`src/rtl/iterative_squarer.sv`:
```
// Iterative squarer: computes x*x as the sum of the first x odd numbers
// (1 + 3 + ... + (2x-1)) using only adders, one odd term per clock.
//
// Ports:
//   clk       - single clock, rising edge
//   rst_n     - asynchronous active-low reset
//   start_i   - request to square x_i, accepted only while ready_o is high
//   x_i       - unsigned operand, captured on the accepting edge
//   ready_o   - high only in IDLE
//   done_o    - one-cycle pulse when square_o carries a new result
//   square_o  - registered result, held between completions
module iterative_squarer #(
  parameter int unsigned WIDTH = 8
) (
  input  logic               clk,
  input  logic               rst_n,
  input  logic               start_i,
  input  logic [WIDTH-1:0]   x_i,
  output logic               ready_o,
  output logic               done_o,
  output logic [2*WIDTH-1:0] square_o
);

  typedef enum logic [1:0] {
    StIdle  = 2'd0,
    StAccum = 2'd1,
    StDone  = 2'd2
  } state_e;

  state_e state_q, state_d;

  logic [WIDTH-1:0]   counter_q, counter_d;
  logic [2*WIDTH-1:0] acc_q, acc_d;
  // One bit wider than x so the largest odd term 2x-1 (and the final 2x+1) fits.
  logic [WIDTH:0]     odd_q, odd_d;
  logic [2*WIDTH-1:0] square_q, square_d;

  // State register.
  always_ff @(posedge clk or negedge rst_n) begin
    if (!rst_n) begin
      state_q <= StIdle;
    end else begin
      state_q <= state_d;
    end
  end

  // Next-state logic.
  always_comb begin
    state_d = StIdle;
    case (state_q)
      StIdle:  state_d = start_i ? StAccum : StIdle;
      StAccum: state_d = (counter_q == '0) ? StDone : StAccum;
      StDone:  state_d = StIdle;
      // Unreachable encoding recovers to IDLE.
      default: state_d = StIdle;
    endcase
  end

  // Output logic; the unreachable encoding drives both flags low.
  always_comb begin
    ready_o = 1'b0;
    done_o  = 1'b0;
    case (state_q)
      StIdle:  ready_o = 1'b1;
      StDone:  done_o  = 1'b1;
      default: ;
    endcase
  end

  // Datapath next-state.
  always_comb begin
    counter_d = counter_q;
    acc_d     = acc_q;
    odd_d     = odd_q;
    square_d  = square_q;
    case (state_q)
      StIdle: begin
        if (start_i) begin
          counter_d = x_i;
          acc_d     = '0;
          odd_d     = {{WIDTH{1'b0}}, 1'b1};
        end
      end
      StAccum: begin
        if (counter_q != '0) begin
          acc_d     = acc_q + {{(WIDTH-1){1'b0}}, odd_q};
          odd_d     = odd_q + {{(WIDTH-1){1'b0}}, 2'd2};
          counter_d = counter_q - 1'b1;
        end else begin
          // Only publish the finished sum; partial sums never reach square_o.
          square_d = acc_q;
        end
      end
      default: ;
    endcase
  end

  // Datapath registers.
  always_ff @(posedge clk or negedge rst_n) begin
    if (!rst_n) begin
      counter_q <= '0;
      acc_q     <= '0;
      odd_q     <= {{WIDTH{1'b0}}, 1'b1};
      square_q  <= '0;
    end else begin
      counter_q <= counter_d;
      acc_q     <= acc_d;
      odd_q     <= odd_d;
      square_q  <= square_d;
    end
  end

  assign square_o = square_q;

endmodule

```
`config.mk`:
```
export PLATFORM = sky130hd
export DESIGN_NAME = iterative_squarer
export DESIGN_NICKNAME = d
export VERILOG_FILES = /design/src/rtl/iterative_squarer.sv
export SDC_FILE = /design/constraint.sdc
export NUM_CORES = 1
export LEC_CHECK = 0
export CORE_ASPECT_RATIO = 1.4
export CORE_UTILIZATION = 40
export DETAILED_ROUTE_END_ITERATION = 10
export PLACE_DENSITY = 0.64
export SLEW_MARGIN = 15
export SYNTH_ARGS = -nofsm -noshare
export SYNTH_HDL_FRONTEND = slang
export SYNTH_SLANG_ARGS = --single-unit
```
`constraint.sdc`:
```
create_clock -name clk -period 3.7 [get_ports clk]
set_clock_uncertainty 0.1 [all_clocks]
set_input_delay 0.37 -clock clk [delete_from_list [all_inputs] [get_ports clk]]
set_output_delay 0.37 -clock clk [all_outputs]
set_load 0.03 [all_outputs]
```
==> results of run 1 <==
flip-flops by register name (all words and copies together) (netlist names):
register   cells
state_q        2
acc_q         16
counter_q      8
odd_q          9
square_o      16
report_power, final:
part	switching [mW]	internal, mW	leakage (nW)
clock	0.188	0.153	0.0474
combinational	0.708	0.517	0.710
sequential	0.187	0.753	0.657
per-layer routing:
layer | global-route usage | part of all wire
met5 | 0 | 0
met4 | 0.06308 | 0.010
met3 | 0.02736 | 0.023
met2 | 0.3121 | 0.54
met1 | 0.2072 | 0.43
cell families (layout without fill, tap and decap cells):
| group | count (synthesis) | count (layout) |
|---|---|---|
| and+or+nand+nor | 98 | 98 |
| DFF | 51 | 51 |
| buffers and inverters | 19 | 49 |
| AOI/OAI and AO/OA | 63 | 63 |
| xor gates and xnor gates | 11 | 11 |
| muxes | 15 | 15 |
| adders and majority gates | 12 | 12 |
path summary, 6_finish.rpt:
kind | to | slack [ns] | cells past startpoint
worst max-delay path | acc_q[10] | 0.98 | 8
worst min-delay path | square_o[4] | 0.38 | 2
worst max register to register | acc_q[10] | 0.98 | 8
worst min register to register | square_o[4] | 0.38 | 2
max in group asynchronous | odd_q[0] | 2.27 | 3
min in group asynchronous | odd_q[8] | 0.42 | 2
worst register-to-register path: stages (launching register included):
cell and delay (ns):
dfrtp_1 0.39, inv_1 0.10, ha_1 0.19, nor3b_2 0.43, a21oi_2 0.27, nor2_2 0.67
inv_2 0.21, a31oi_1 0.22, a41o_1 0.11
Yosys cell counts, types with 2 or more instances:
cell | instances | area [um^2]
mux2i_1 | 2 | 20.02
ha_1 | 11 | 137.6
o211ai_1 | 2 | 15.01
xnor2_1 | 3 | 26.28
o32ai_1 | 2 | 17.52
mux2_1 | 5 | 56.30
buf_2 | 3 | 15.01
nand2_1 | 32 | 120.1
a21o_1 | 4 | 30.03
inv_1 | 8 | 30.03
o21ai_0 | 16 | 80.08
mux2_2 | 8 | 90.09
nor2b_1 | 4 | 25.02
and3_1 | 2 | 12.51
o21ai_1 | 7 | 35.03
o21a_1 | 3 | 22.52
nor3_1 | 5 | 25.02
dfrtp_1 | 50 | 1251
nand4_1 | 5 | 31.28
or3_1 | 3 | 18.77
nor2_1 | 20 | 75.07
clkbuf_1 | 3 | 11.26
nand2b_1 | 3 | 18.77
xor2_1 | 8 | 70.07
a21oi_1 | 15 | 75.07
buf_6 | 2 | 22.52
nand3_1 | 12 | 60.06
final cells by class:
class                           instances  area share
Multi-Input combinational cell        199      0.4224
Sequential cell                        51      0.4076
Timing Repair Buffer                   32     0.09820
Tap cell                               74     0.02954
Clock buffer                            6     0.02635
Inverter                                9     0.01078
Clock inverter                          2    0.005190
placed cells by master (no fill, tap or decap), types with 7 or more instances in the layout:
master and n:
ha_1 11, o21ai_1 7, nand2_1 32, nor2_1 20, mux2_2 8, clkdlybuf4s50_1 27
dfrtp_1 50, o21ai_0 16, inv_1 8, xor2_1 8, a21oi_1 15, nand3_1 12
repair_timing:
item                                   4_1_cts  5_1_grt
hold buffers                                 1        0
resized for setup                            0        0
endpoints found under the hold margin       17        0
per-stage QoR:
stage | utilization | cells | hold slack [ns] | cell area (um^2)
floorplan | - | 269 | -0.02559 | 2695
global placement | 0.4637 | 364 | 0.2224 | 3025
detailed placement | 0.4637 | 364 | 0.2245 | 3025
CTS | 0.4803 | 373 | 0.3876 | 3134
global route | 0.4803 | 373 | 0.3979 | 3134
finish | 0.4803 | 373 | 0.3842 | 3134
==> results.toml, run 1 <==
[yosys]
synth_seq_area_share = 0.4740
synth_fp_nets = 292
synth_compound_area_frac = 0.1476
synthArstFlopShare = 1.000
synthCells = 269
yosys.area_share.simple = 0.1876
synth-seq-cells = 51
synth_cell_types = 58
ys_warn_count = 0
netlist_area_um2 = 2695
synth_top_family_by_area = "simple AND/OR/NAND/NOR gates"
synthFlopType = "dfrtp_1"
synth-adder-area-share = 0.05850
synth_xor_area_frac = 0.03575
syn_area_per_cell_um2 = 10.02
synth_edf_count = 0
muxShareOfSynthArea = 0.06175

[timing]
worst_pin_slew_ns = 0.7869
period_needed_ns = 2.722
slew_headroom = 0.4748
report.final.slew_viol_count = 0
rsz0062_at_grt = "no"
post-route-worst-setup-slack_ns = 0.9778
hold_viol_final = 0
fin_crit_sh = 0.7357
clock.fmax_ghz = 0.3674
finalSetupTns_ns = 0
setup_violations = 0

[worst_setup_path]
cp.required_ns = 3.85
cp_slowest_cell = "nor2_2"
max_stage_delay_ns = 0.67
path_buf_inv = 2
worstSetupStartpointType = "register"
cp.arrival_ns = 2.87
worstSetupEndpointType = "register"
cp_max_fo = 21
r2r-start = "counter_q[0]"
path_cells = "inv_1, ha_1, nor3b_2, a21oi_2, nor2_2, inv_2, a31oi_1, a41o_1"
worst-setup-path-type = "register to register"
cpLargestDelayFamily = "simple AND/OR/NAND/NOR gates"
startpoint = "counter_q[0]"

[grt]
grt_antenna_before_repair = 0
grt_pass1_wl_mm = 9.660
grt_remaining_overflow = 0
grt_pass1_vias = 2018
grt_max_degree = 35
gr-usage-all-layers = 0.1737

[outcome]
status = "complete, but fails checks"
failed_checks = "design-rule violations"

[floorplanning]
die_x_um = 71.38
ios = 29
start_util = 0.4130
die_y_um = 99.12
core-area_um2 = 6525
rows = 35
die_area_um2 = 7075

[route]
drc = 3
avgRoutedWirePerCell_um = 14.98
via_count = 2032
postRouteAntennaNets = 0
drt-total-wl_mm = 5.586
first_pass_iters = 7
drtIter0Drc = 66
viasPerCell = 5.448

[cells_and_area]
multi_input_area_um2 = 1324
n_antenna_cell = 0
syn2layout_area_growth_pct = 16.30
nets = 321
regArea_um2 = 1277
layout-drive-gt1-share = 0.1037
final.fill_count = 609

[pwr]
vdd_ir_drop_max_mv = 0.2870
p_per_area_nw_per_um2 = 799.6
design_power_total_mw = 2.506
p_leak_nw = 1.414

[clock_tree]
cts.clk_slew.worst_paths_ns = 0.10
cts_tree = "built"
root_buffer = "clkbuf_8"
post_cts_buffers = 0
clock-sinks = 51
numCtsBuffers = 5
clk_path_buf_depth = 2
cts.htree.levels = 2
clk_latency_ns = 0.30

[min_path]
min_path_type = "register to register"
hp-start = "square_o[4]"

[job]
cap_violations = 0

[placement]
dp_hpwl_mm = 4.111
portBuffers = 28
pre_cts_slack_ns = 0.9755
gp_congestion = 0.8531
Note: power is estimated with default switching activity, not from simulation.
==> inputs of run 2 (changes only) <==
==> constraint.sdc (replaced) <==
create_clock -name clk -period 2.6 [get_ports clk]
set_clock_uncertainty 0.1 [all_clocks]
set_input_delay 0.26 -clock clk [delete_from_list [all_inputs] [get_ports clk]]
set_output_delay 0.26 -clock clk [all_outputs]
set_load 0.03 [all_outputs]
==> run 2 against run 1 <==
  * Sequential share of layout area shrank 0.50 points
  * Cell count grew 1.3%
  * Via count grew 1.6%
  * Setup slack lost 0.80 ns
  * Design area grew 1.2%
  * The flow still finishes with violations (design-rule violations)
  * Worst hold slack gained 0.0036 ns
==> results.toml, run 2 (synthesis gave the netlist of run 1 again) <==
[grt]
grt_pass1_wl_mm = 9.501
grt_max_degree = 52
grt_antenna_before_repair = 0
grt_remaining_overflow = 0
grt_pass1_vias = 2048
gr-usage-all-layers = 0.1743

[placement]
portBuffers = 28
gp_congestion = 0.8652
dp_hpwl_mm = 4.094

[cells_and_area]
nets = 326
final_core_util = 0.4863
final.fill_count = 616
final_common_cell = "dfrtp_1"
syn2layout_area_growth_pct = 17.73
layout_common_cells = "dfrtp_1, nand2_1, clkdlybuf4s50_1"
n_antenna_cell = 0
layout-drive-gt1-share = 0.1151

[worst_setup_path]
worstSetupStartpointType = "register"
rr_worst_depth = 9
cp.required_ns = 2.70
startpoint = "odd_q[0]"
worstSetupEndpointType = "register"
cp_max_fo = 5
cp.arrival_ns = 2.52
reg2reg_slack_ns = 0.18
worst-setup-path-type = "register to register"
r2r-start = "odd_q[0]"
r2r_end = "acc_q[10]"

[route]
drt-total-wl_mm = 5.667
drtIter0Drc = 114
drc = 3
first_pass_iters = 7
avgRoutedWirePerCell_um = 14.99
postRouteAntennaNets = 0
viasPerCell = 5.460
via_count = 2064

[floorplanning]
rows = 35
core-area_um2 = 6525
ios = 29
start_util = 0.4130
die_x_um = 71.38
die_area_um2 = 7075
die_y_um = 99.12

[min_path]
min_path_type = "register to register"
hp-start = "square_o[4]"
holdPathStages = 2
hold_end = "square_o[4]"

[clock_tree]
clk_latency_ns = 0.30
cts.htree.levels = 2
numCtsBuffers = 5
cts.clk_slew.worst_paths_ns = 0.09
ctsResizeCount = 0
cts_tree = "built"
root_buffer = "clkbuf_8"
clock-sinks = 51
clk_path_buf_depth = 2

[timing]
worst_pin_slew_ns = 0.6304
clock.fmax_ghz = 0.4127
slew_headroom = 0.5797
report.final.slew_viol_count = 0
period_needed_ns = 2.423
fin_crit_sh = 0.9320
finalSetupTns_ns = 0
setup_violations = 0
hold_viol_final = 0
rsz0062_at_grt = "no"

[outcome]
status = "complete, but fails checks"
failed_checks = "design-rule violations"

[pwr]
p_leak_nw = 1.444
p_per_area_nw_per_um2 = 1141
vdd_ir_drop_max_mv = 0.3840

[job]
cap_violations = 0
==> run 2: changes by cell type in the layout (fill, tap and decap cells not counted) <==
cell and delta:
clkinvlp_4 -1, buf_4 +5, clkbuf_1 +1, clkbuf_8 +1, clkinv_4 -1
==> run 2: worst max path at each step <==
stage	end	slack, ns	cells past startpoint
2_1_floorplan	acc_q[10]	0.32	8
3_3_place_gp	acc_q[10]	0.25	9
3_5_place_dp	acc_q[10]	0.21	9
4_1_cts	acc_q[10]	0.18	9
5_1_grt	acc_q[10]	0.06	9
6_report	acc_q[10]	0.18	9
==> run 2: metrics by stage <==
| stage | std cells | power [mW] | cell area, um^2 | hold WS (ns) | setup slack, ns |
|---|---|---|---|---|---|
| floorplan | 269 | 2.624 | 2695 | -0.1356 | 0.3154 |
| global placement | 369 | 3.107 | 3063 | 0.3177 | 0.2468 |
| detailed placement | 369 | 3.158 | 3063 | 0.3161 | 0.2108 |
| CTS | 378 | 3.670 | 3173 | 0.3903 | 0.1830 |
| global route | 378 | 3.924 | 3173 | 0.4152 | 0.05839 |
| finish | 378 | 3.620 | 3173 | 0.3879 | 0.1768 |
==> run 2: repair_timing <==
| item | CTS | global route |
|---|---|---|
| setup buffers | 0 | 0 |
| endpoints found under the hold margin | 48 | 0 |
| hold buffers | 1 | 0 |
==> run 2: where the power goes <==
group | total [mW] | switching, mW | internal, mW
logic | 1.79 | 1.03 | 0.767
registers | 1.33 | 0.260 | 1.07
clock network | 0.494 | 0.251 | 0.243
==> run 2: layout make-up <==
| type | instances | area (um^2) | share of cell area |
|---|---|---|---|
| Clock buffer | 8 | 100.1 | 0.03155 |
| Multi-Input combinational cell | 199 | 1324 | 0.4172 |
| Timing Repair Buffer | 37 | 345.3 | 0.1088 |
| Inverter | 9 | 33.78 | 0.01065 |
| Sequential cell | 51 | 1277 | 0.4026 |
| Tap cell | 74 | 92.59 | 0.02918 |
==> run 2: layer usage <==
metal	wire (um)	global-route usage
met3	161	0.03040
met2	2985	0.3143
met4	95	0.06154
met5	0	0
met1	2424	0.2057
==> run 2: critical path, stage by stage (launching register included) <==
cell       delay [ns]
dfstp_2          0.54
ha_1             0.15
inv_1            0.05
fa_1             0.37
and2b_1          0.24
o2111ai_1        0.15
a32oi_1          0.25
buf_4            0.17
a31oi_1          0.08
a41o_1           0.21
==> edit: new RTL, config.mk and constraints of run 2 <==
Encoding of `state_e`: now one-hot (3 bits for 3 states).
--- a/src/rtl/iterative_squarer.sv
+++ b/src/rtl/iterative_squarer.sv
@@ -21,10 +21,10 @@
   output logic [2*WIDTH-1:0] square_o
 );
 
-  typedef enum logic [1:0] {
-    StIdle  = 2'd0,
-    StAccum = 2'd1,
-    StDone  = 2'd2
+  typedef enum logic [2:0] {
+    StIdle  = 3'b001,
+    StAccum = 3'b010,
+    StDone  = 3'b100
   } state_e;
 
   state_e state_q, state_d;
Function: no difference found for any inputs over 10 cycles, from zero or initial values and one cycle with rst_n low; not proved beyond that.
==> edit against run 2 <==
- critical path type unchanged
- critical path depth decreased by 1
- setup slack better by 94 ps
- sequential cell count up 1
- non-clock buffer count down 1
- final area rose by 5.0%
- highest routed layer unchanged
- via count up 2.8%
- count of clock-buffer cells in the layout fell by 2
- largest cell class unchanged
- wire length increased by 2.6%
- area after synthesis rose by 5.6%
Power is not compared: it rests on default switching activity, and its combinational part moved more than twofold at a synthesized area within 25%.
==> edit: results (changes against run 2) <==
Pwr
  – Worst vdd ir: 0.3642 mV
  – Leak: 1.495 nW

Hold path
  – Hold Path Class: primary input to async pin

Route
  – WL per Instance: 14.72 um (-1.8%)
  – First-iteration detailed-routing DRC count: 157 (+38%)
  – Vias after detailed routing: 2,121 (+2.8%)
  – Router iterations before antenna repair: 4 (-3)

Place
  – PortBufs: 28 (unchanged)
  – Placed Area: 0.003231 mm^2 (+5.5%)
  – DP HPWL: 4095 um (about the same)
  – DP Worst Slack: 270.9 ps (+60.10 ps)
  – GP Congestion: 0.8602 (-0.58%)

Finish
  – Filler Cell Count: 683 (+11%)
  – Share of cells above drive strength 1: 15.33% (+3.8 points)
  – # diodes: 0 (unchanged)
  – Final Net Count: 323 (-0.92%)

STA
  – Worst rel slew slack: 69.91% (+12 points)
  – Setup TNS: 0 ps (unchanged)

Synthesis
  – Synth top area cells: dfrtp_1, ha_1, mux2_4, o21ai_0, nand2_1
  – Ys async rst share: 100.0% (unchanged)
  – Sequential area share after synthesis: 45.82% (-1.6 points)
  – Top post-synthesis cells by count: dfrtp_1, nand2_1, o21ai_0
  – Synth unique cells: 53 (-8.6%)
  – Mapped Nets: 292 (unchanged)

Global route
  – Largest net degree at the start of global routing: 53 (+1.9%)
  – Vias in the first global route: 2,049 (+0.049%)
  – First-pass GRT wire length: 10,010 um (+5.4%)
  – Total GRT Usage: 17.45% (+0.024 points)

Setup path
  – Worst EP arrival: 2460 ps (-60 ps)
  – CP Max Fanout: 4 (-1)

Clock tree
  – Reg clk slew, reported paths: 90 ps (about the same)
  – Root buf cell: clkbuf_8

Outcome
  – Status: complete, no violations
==> edit: cell types whose count changed after synthesis, moves of 4 or more <==
cell | run 2 | this run
mux2_1 | 5 | 0
mux2i_1 | 2 | 6
o21ai_1 | 7 | 1
mux2_4 | 0 | 9
nand2_1 | 32 | 22
nand4_1 | 5 | 0
o21ai_0 | 16 | 22
==> edit: per-stage QoR <==
step	util, %	cells
after CTS	48.05	395
after global placement	46.57	386
after global routing	48.05	395
final	48.05	395
after detailed placement	46.57	386
after floorplan	-	268
==> edit: report_power, final <==
part	total [W]	internal (W)	switching [W]	leakage (nW)
clock	0.000478	0.000213	0.000265	0.0510
sequential	0.00105	0.000933	0.000121	0.700
combinational	0.000848	0.000321	0.000527	0.745
total	0.00238	0.00147	0.000912	1.50
==> edit: timing repair <==
| action | in CTS | in global routing |
|---|---|---|
| hold buffers | 1 | 0 |
| setup buffers | 0 | 0 |
| endpoints found under the hold margin | 50 | 0 |
| resized for setup | 0 | 0 |
==> edit: routing by layer <==
layer / part of all wire (%) / track usage [%]
met2: 50 / 29.56
met4: 1.7 / 5.430
met1: 46 / 22.60
met5: 0 / 0
met3: 2.4 / 2.886
==> edit: kinds of logic after synthesis <==
group                    share of synthesized area [%]
AO/OA/AOI/OAI                                    17.19
XOR/XNOR                                         3.386
adder cells (fa/ha/maj)                          5.981
buffers and inverters                            3.650
flip-flops                                       45.82
multiplexers                                     9.631
AND/OR/NAND/NOR                                  14.34
==> edit: cell type report <==
class / instances / share of cell area [%]
clock inverters: 2 / 0.3003
clock buffers: 6 / 2.477
well taps: 95 / 3.566
inverters: 8 / 0.9009
repair buffers: 36 / 10.51
flip-flops and latches: 52 / 39.11
multi-input cells: 196 / 43.13
==> edit: path summary, 6_finish.rpt <==
path | slack, ps | endpoint | start | depth (start not counted)
min in group clk | 400 | acc_q[12] | acc_q[12] | 1
hold / removal | 370 | square_o[10] | rst_n | 3
hold reg to reg | 400 | acc_q[12] | acc_q[12] | 1
setup / recovery | 270 | acc_q[12] | odd_q[0] | 8
max in group asynchronous | 1730 | odd_q[0] | rst_n | 3
setup reg to reg | 270 | acc_q[12] | odd_q[0] | 8
==> edit: worst max-delay path, cell delays in order, from the launching register on <==
cell and delay (ps):
dfstp_2 530, ha_1 180, inv_1 60, fa_1 390, nor2b_1 120, o21a_1 180, o2111ai_1 180, a211oi_1 290
mux2i_1 210
